<file path="src/rtl/vga_timing_gen_if.sv">
`default_nettype none
// ============================================================================
// Module      : vga_timing_gen_if
// Description : Pixel timing bundle from the VGA timing generator to its sinks.
// Revision    : 1.0 - initial release
// ============================================================================
interface vga_timing_gen_if;
    logic        p_tick;
    logic [10:0] x;
    logic [9:0]  y;
    logic        video_on;
    logic        hsync;
    logic        vsync;
    logic        vblank_tick;

    modport master (
        output p_tick, x, y, video_on, hsync, vsync, vblank_tick
    );

    modport slave (
        input  p_tick, x, y, video_on, hsync, vsync, vblank_tick
    );
endinterface
`default_nettype wire

</file>
<file path="src/rtl/vga_timing_gen.sv">
`default_nettype none
// ============================================================================
// Module      : vga_timing_gen
// Description : 640x480@60 VGA timing: pixel tick, x/y counters, sync pulses,
//               visible-area flag and a once-per-frame vertical-blank pulse.
// Revision    : 1.0 - initial release
// ============================================================================
module vga_timing_gen #(
    parameter int CLK_DIV   = 4,
    parameter int H_DISPLAY = 640,
    parameter int H_FRONT   = 16,
    parameter int H_SYNC    = 96,
    parameter int H_BACK    = 48,
    parameter int V_DISPLAY = 480,
    parameter int V_FRONT   = 10,
    parameter int V_SYNC    = 2,
    parameter int V_BACK    = 33
) (
    input  logic             clk,
    input  logic             reset,
    vga_timing_gen_if.master vga
);

    localparam int c_tw = (CLK_DIV > 1) ? $clog2(CLK_DIV) : 1;

    localparam logic [c_tw-1:0] c_tick_last = c_tw'(CLK_DIV - 1);
    localparam logic [10:0] c_h_last     = 11'(H_DISPLAY + H_FRONT + H_SYNC + H_BACK - 1);
    localparam logic [10:0] c_h_display  = 11'(H_DISPLAY);
    localparam logic [10:0] c_hs_start   = 11'(H_DISPLAY + H_FRONT);
    localparam logic [10:0] c_hs_end     = 11'(H_DISPLAY + H_FRONT + H_SYNC - 1);
    localparam logic [9:0]  c_v_last     = 10'(V_DISPLAY + V_FRONT + V_SYNC + V_BACK - 1);
    localparam logic [9:0]  c_v_display  = 10'(V_DISPLAY);
    localparam logic [9:0]  c_v_vis_last = 10'(V_DISPLAY - 1);
    localparam logic [9:0]  c_vs_start   = 10'(V_DISPLAY + V_FRONT);
    localparam logic [9:0]  c_vs_end     = 10'(V_DISPLAY + V_FRONT + V_SYNC - 1);

    logic [c_tw-1:0] r_tick;
    logic [10:0]     r_h;
    logic [9:0]      r_v;
    logic            r_hsync;
    logic            r_vsync;

    logic            w_p_tick;
    logic [10:0]     w_h_next;
    logic [9:0]      w_v_next;

    assign w_p_tick = (r_tick == c_tick_last);

    always_comb begin
        w_h_next = r_h;
        w_v_next = r_v;
        if (w_p_tick) begin
            if (r_h == c_h_last) begin
                w_h_next = 11'd0;
                w_v_next = (r_v == c_v_last) ? 10'd0 : r_v + 10'd1;
            end else begin
                w_h_next = r_h + 11'd1;
            end
        end
    end

    // Syncs are decoded from the next counter values so they switch on the
    // same edge as the x/y they belong to.
    always_ff @(posedge clk or posedge reset) begin
        if (reset) begin
            r_tick  <= '0;
            r_h     <= 11'd0;
            r_v     <= 10'd0;
            r_hsync <= 1'b1;
            r_vsync <= 1'b1;
        end else begin
            r_tick  <= w_p_tick ? '0 : r_tick + c_tw'(1);
            r_h     <= w_h_next;
            r_v     <= w_v_next;
            r_hsync <= !((w_h_next >= c_hs_start) && (w_h_next <= c_hs_end));
            r_vsync <= !((w_v_next >= c_vs_start) && (w_v_next <= c_vs_end));
        end
    end

    assign vga.p_tick      = w_p_tick;
    assign vga.x           = r_h;
    assign vga.y           = r_v;
    assign vga.video_on    = (r_h < c_h_display) && (r_v < c_v_display);
    assign vga.hsync       = r_hsync;
    assign vga.vsync       = r_vsync;
    assign vga.vblank_tick = w_p_tick && (r_h == c_h_last) && (r_v == c_v_vis_last);

endmodule
`default_nettype wire

</file>
<file path="src/flat_wrapper.sv">
// flat-port wrapper written by rule: the top's interface ports become plain ports
module vga_timing_gen_flat 
#(
    parameter int CLK_DIV   = 4,
    parameter int H_DISPLAY = 640,
    parameter int H_FRONT   = 16,
    parameter int H_SYNC    = 96,
    parameter int H_BACK    = 48,
    parameter int V_DISPLAY = 480,
    parameter int V_FRONT   = 10,
    parameter int V_SYNC    = 2,
    parameter int V_BACK    = 33
)
  (clk, reset, vga_p_tick, vga_x, vga_y, vga_video_on, vga_hsync, vga_vsync, vga_vblank_tick);
  vga_timing_gen_if vga_i ();
  input  logic clk;
  input  logic reset;
  output wire logic [$bits(vga_i.p_tick)-1:0] vga_p_tick;
  output wire logic [$bits(vga_i.x)-1:0] vga_x;
  output wire logic [$bits(vga_i.y)-1:0] vga_y;
  output wire logic [$bits(vga_i.video_on)-1:0] vga_video_on;
  output wire logic [$bits(vga_i.hsync)-1:0] vga_hsync;
  output wire logic [$bits(vga_i.vsync)-1:0] vga_vsync;
  output wire logic [$bits(vga_i.vblank_tick)-1:0] vga_vblank_tick;
  assign vga_p_tick = vga_i.p_tick;
  assign vga_x = vga_i.x;
  assign vga_y = vga_i.y;
  assign vga_video_on = vga_i.video_on;
  assign vga_hsync = vga_i.hsync;
  assign vga_vsync = vga_i.vsync;
  assign vga_vblank_tick = vga_i.vblank_tick;
  vga_timing_gen #(.CLK_DIV(CLK_DIV), .H_DISPLAY(H_DISPLAY), .H_FRONT(H_FRONT), .H_SYNC(H_SYNC), .H_BACK(H_BACK), .V_DISPLAY(V_DISPLAY), .V_FRONT(V_FRONT), .V_SYNC(V_SYNC), .V_BACK(V_BACK)) u_core (.clk(clk), .reset(reset), .vga(vga_i));
endmodule
</file>
<file path="config.mk">
export PLATFORM = sky130hd
export DESIGN_NAME = vga_timing_gen_flat
export DESIGN_NICKNAME = d
export VERILOG_FILES = /design/src/rtl/vga_timing_gen_if.sv /design/src/rtl/vga_timing_gen.sv /design/src/flat_wrapper.sv
export SDC_FILE = /design/constraint.sdc
export NUM_CORES = 1
export LEC_CHECK = 0
export ABC_AREA = 1
export CAP_MARGIN = 20
export CELL_PAD_IN_SITES_DETAIL_PLACEMENT = 2
export CELL_PAD_IN_SITES_GLOBAL_PLACEMENT = 2
export CORE_ASPECT_RATIO = 1.1
export CORE_MARGIN = 2
export CORE_UTILIZATION = 31
export DETAILED_ROUTE_END_ITERATION = 6
export PLACE_DENSITY = 0.94
export SLEW_MARGIN = 20
export SYNTH_ARGS = -nofsm -noshare
export SYNTH_HDL_FRONTEND = slang
export SYNTH_SLANG_ARGS = --single-unit
</file>
<file path="constraint.sdc">
create_clock -name clk -period 4.53 [get_ports clk]
set_clock_uncertainty 0.1 [all_clocks]
set_input_delay 0.6795 -clock clk [delete_from_list [all_inputs] [get_ports clk]]
set_output_delay 0.6795 -clock clk [all_outputs]
set_load 0.01 [all_outputs]
</file>
# Yosys cells after proc, flatten, opt, wreduce, memory -nomap -nowiden
# Cells that the tools add are included.
[word_totals] ff_bits=25 latch_bits=0 mem_bits_rw=0 mem_bits_ro=0 input_bits=2 output_inout_bits=26 wordCells=31 mem_count=0
[op_classes] n_addsub=3 multipliers=0 div_mod_pow=0 n_lt_le_gt_ge=6 eq_ne=4 n_shift=0 muxes=6 bitwise_logic=0 reduce_logical=7
[ops] cell="10-bit two-way mux" count=3
[ops] cell="11-bit two-way mux" count=2
[ops] cell="11-bit by 1-bit adder with 11-bit output, second input constant" count=1
[ops] cell="11-bit by 10-bit equality test with 1-bit output, second input constant" count=1
[ops] cell="11-bit by 10-bit >= comparator with 1-bit output, second input constant" count=1
[ops] cell="11-bit by 10-bit less-or-equal comparator with 1-bit output, second input constant" count=1
[ops] cell="11-bit by 10-bit less-than comparator with 1-bit output, second input constant" count=1
[ops] cell="10-bit by 1-bit adder with 10-bit output, second input constant" count=1
[ops] cell="10-bit equality test, second input constant" count=1
[ops] cell="10-bit by 9-bit equality test with 1-bit output, second input constant" count=1
[ops] cell="10-bit by 9-bit >= comparator with 1-bit output, second input constant" count=1
[ops] cell="10-bit by 9-bit less-or-equal comparator with 1-bit output, second input constant" count=1
[ops] cell="10-bit by 9-bit less-than comparator with 1-bit output, second input constant" count=1
[ops] cell="1-bit logical AND" count=5
[ops] cell="2-bit by 1-bit adder with 2-bit output, second input constant" count=1
[ops] cell="2-bit equality test, second input constant" count=1
[ops] cell="1-bit logical NOT" count=2
[ops] cell="2-bit two-way mux" count=1

# Depth between registers and ports, before layout
[depth] ltp_word=7 mapped_depth=13

# Least setup slack after synthesis
# OpenSTA, ideal clock, no wires.
[synth_timing] kind="register -> output" startpoint="register u_core.r_tick[0]" endpoint="output vga_vblank_tick" t_arrival_ns=1.350 required_ns=3.750 setup_slack_ns=2.401 path_stages_with_launch=7 n_path_buf=1 path_cell_list="dfrtp_1 > ha_1 > nand2_1 > nor2_4 > nand3_4 > buf_6 > nor3_1"
[synth_via] elab_chain_len=3
[synth_lines] element="from (decl)" line_no="vga_timing_gen.sv:37" text="logic [c_tw-1:0] r_tick;"
[synth_lines] element="from (signal assigned)" line_no="vga_timing_gen.sv:72" text="r_tick <= w_p_tick ? '0 : r_tick + c_tw'(1);"
[synth_lines] element="2-bit equality test" line_no="vga_timing_gen.sv:47" text="assign w_p_tick = (r_tick == c_tick_last);"
[synth_lines] element="via vga_p_tick" line_no="flat_wrapper.sv:18" text="output wire logic [$bits(vga_i.p_tick)-1:0] vga_p_tick;"
[synth_lines] element="1-bit logical AND (2 in series)" line_no="vga_timing_gen.sv:86" text="assign vga.vblank_tick = w_p_tick && (r_h == c_h_last) && (r_v == c_v_vis_last);"
[synth_lines] element="to (decl)" line_no="flat_wrapper.sv:24" text="output wire logic [$bits(vga_i.vblank_tick)-1:0] vga_vblank_tick;"
# The timed path passes the listed nets, and every way through them passes these cells.

# Worst setup path in the final report
[layout_timing] startpoint="register u_core.r_tick[0]" endpoint="output vga_vblank_tick"
[layout_via] elab_chain_len=3
[layout_lines] element="2-bit equality test" line_no="vga_timing_gen.sv:47"
[layout_lines] element="1-bit logical AND (2 in series)" line_no="vga_timing_gen.sv:86"
# No other way between the ends.

==> metrics.md <==
| Metric | Value |
|---|---|
| Slowest stage cell, crit path | clkdlybuf4s50_1 |
| Initial antenna violation count | 0 |
| Slew Limit Fails | 0 |
| Num CTS Buffers | 3 |
| CP Launch Type | register |
| Syn Nets | about 220 |
| Critical path required time | roughly 3.8 ns |
| TritonCTS Sinks | 25 |
| Commonest cells after routing, fill and taps aside | nand2_1 (49), inv_1 (41), nor2_1 (33) |
| P&R area growth vs syn | 25.91% |
| # Max-Cap Violations | 0 |
| Worst-margin pin slew | 0.5399 ns |
| Yosys warns | 0 |
| Worst setup path startpoint | u_core.r_tick[0] |
| CTS Hold Bufs | 0 |
| Worst setup EP type | output pin |
| IO buf count | 27 |
| Final ANT Viol Nets | 0 |
| Register area share after synthesis | around two fifths |
| Unique masters post-synth | 29 |
| Final min period | 3.312 ns |
| Relative slew slack | 64.01% |
| Die footprint | approximately 5500 um2 |
| Reg area | 628.1 um2 |
| Sw power | about 0.000085 W |
| Final-report setup violation count | 0 |
| Residual DRC | 0 |
| CTS tree | yes |
| Worst Path Buf+Inv | 1 |
| Final #Nets | around 250 |
| Post-route setup slack | roughly 1.2 ns |
| Post-route cell area | 1909 um2 |
| Final Non-Filler Cells | 294 |
| Sequential share of power | between 50 and 60% |
| Total power | ~0.00037 W |
| Clock buffer depth | 2 |
| P_leak | ~0.95 nW |
| # diodes | 0 |
| Iter 0 DRT Violations | 36 |
| Arrival @ worst endpoint | about 2.5 ns |
| F_max | around 300 MHz |
| Ports | 28 |
| Status | finished clean |
| Placed Area | around 1800 um2 |
| Area taken by multi-input logic gates | around 700 um2 |
| H-tree depth | 1 |
| Synth Instances | about 210 |
| Clk root buf | clkbuf_8 |
| Post-synthesis register bit count | 25 |
| Gr usage total | roughly 18% |
| Worst-path clk slew | 0.09 ns |
| Post-cts resize count | 0 |
| Maximum fanout along the worst path | 14 |
| FILL cells | between 500 and 600 |
| CP max stage delay | ~0.57 ns |
| Proportion of layout cells with a drive suffix above 1 | about 7.6% |
| Crit path max-delay family | simple AND/OR/NAND/NOR gates |
| Hold/Removal Path Class | reg2reg |
| Final Hold Vio Count | 0 |
| Core area | ~4700 um2 |
| DPL Wire Length | 3524 um |
| Mapped Area | approximately 1500 um2 |
| FF-to-FF Start | u_core.r_tick[0] |
| Vias in the first global route | around 1600 |
| Drt wl/cell | between 15 and 20 um |
| Sw Ratio | 22.65% |
| Placement Rows | 26 |
| Final period utilization | roughly three quarters |
| Via count | 1453 |
| Final setup TNS | 0 ns |
| Aggregate global routing overflow | 0 |
| Dpl ws | between 1.5 and 2 ns |
| Drt total wl | slightly below 5000 um |
| Kind of critical path | reg2out |
| Gpl congestion | 0.7788 |
| Internal power | between 0.0002 and 0.0003 W |
| Combinational share of power | under 10% |
| First-pass GRT wire length | between 7000 and 8000 um |
| Clock Power Share | 38.1% |
| Worst-Skew Late Latency | around 0.28 ns |
| Most common cell after layout, fill and taps aside | nand2_1 |
| Crit path cell chain | ha_1 -> nand2_1 -> nor2_4 -> nand3_4 -> nor3_1 -> clkdlybuf4s50_1 |
| Peak VDD IR | 0.09051 mV |
| Power per Cell Area | between 150 and 200 nW/um2 |
| 1st-pass router iterations | 4 |
| # placed instances | 289 |
| Largest net degree at the start of global routing | 26 |
| Initial Util | between 30% and 40% |
| Via density | slightly below 5 |
| RSZ-0062 raised after global routing | false |
| Syn_area_per_cell | 7.256 um2 |
| Hold Crit Start | u_core.r_tick[0] |
| Setup Buffers After CTS | 0 |
| Die Wd | 70.69 um |
| Vert. Die Dim | 77.36 um |
-- flip-flops by register name (all words and copies together), names as in the netlist --
register / flops
u_core.vga.x: 11
u_core.vga.y: 10
u_core.r_tick: 2
u_core.vga.hsync: 1
u_core.vga.vsync: 1
-- stage by stage --
| step | hold slack [ns] | utilization (%) |
|---|---|---|
| after floorplan | 0.3031 | - |
| after global placement | 0.3117 | 39.21 |
| after detailed placement | 0.3496 | 39.21 |
| after CTS | 0.3628 | 40.17 |
| after global routing | 0.3936 | 40.76 |
| final | 0.3570 | 40.76 |
-- synth_stat cells --
| library cell | number | share of area, % |
|---|---|---|
| nand2_1 | 49 | 12 |
| o21ai_0 | 5 | 1.6 |
| xor2_1 | 4 | 2.3 |
| ha_1 | 4 | 3.3 |
| o21ai_2 | 1 | 0.58 |
| a21boi_0 | 1 | 0.50 |
| clkinv_4 | 1 | 0.58 |
| o2111ai_1 | 1 | 0.58 |
| o21ai_1 | 1 | 0.33 |
| buf_2 | 1 | 0.33 |
| buf_6 | 1 | 0.74 |
| dfrtp_1 | 23 | 38 |
| nor2_1 | 33 | 8.2 |
| inv_1 | 42 | 10 |
| nand3_4 | 2 | 2.3 |
| a31oi_1 | 1 | 0.41 |
| nand4_1 | 7 | 2.9 |
| nand3b_1 | 1 | 0.50 |
| nand2_2 | 1 | 0.41 |
| o22ai_1 | 1 | 0.41 |
| inv_2 | 1 | 0.25 |
| a21oi_1 | 1 | 0.33 |
| buf_1 | 1 | 0.25 |
| nor3_1 | 2 | 0.66 |
| nand3_1 | 15 | 5.0 |
| a21o_1 | 1 | 0.50 |
| nor2_4 | 2 | 1.5 |
| nor2_2 | 4 | 1.6 |
| dfstp_2 | 2 | 3.5 |
-- path summary, 6_finish.rpt --
path                                         end  slack (ns)  cells past startpoint
worst min register to register  u_core.r_tick[0]        0.36                      1
worst max register to register  u_core.vga.vsync        2.09                     10
max in group asynchronous       u_core.vga.vsync        3.34                      3
min in group asynchronous        u_core.vga.x[7]        0.53                      2
worst max-delay path             vga_vblank_tick        1.22                      6
worst min-delay path            u_core.r_tick[0]        0.36                      1
-- area by class of cell --
cell class	instances	share of cell area, %
multi-input combinational	137	36.57
sequential	25	32.90
timing repair buffer	28	15.60
inverter	44	8.912
tap	56	3.670
clock buffer	4	2.359
-- cell families after synthesis --
group                      share of synthesized area, %
adders and majority gates                         3.300
and+or+nand+nor                                   35.15
AOI/OAI and AO/OA                                 5.281
xor gates and xnor gates                          2.310
buffers and inverters                             12.54
DFF                                               41.42
-- power by group through the flow --
stage	Combinational (W)	Clock [W]	Sequential, W
finish	0.00000851	0.000143	0.000223
global route	0.00000975	0.000152	0.000223
CTS	0.00000594	0.000147	0.000223
detailed placement	0.00000592	0	0.000227
global placement	0.00000558	0	0.000227
floorplan	0.00000330	0	0.000227
-- layer usage --
metal / up-vias / global-route usage [%] / share of wire, %
li1: 699 / - / -
met1: 726 / 22.28 / 43
met2: 23 / 34.39 / 53
met3: 5 / 1.948 / 2.2
met4: 0 / 5.094 / 1.3
met5: - / 0 / 0
No activity file was read; power rests on OpenSTA's default activity.
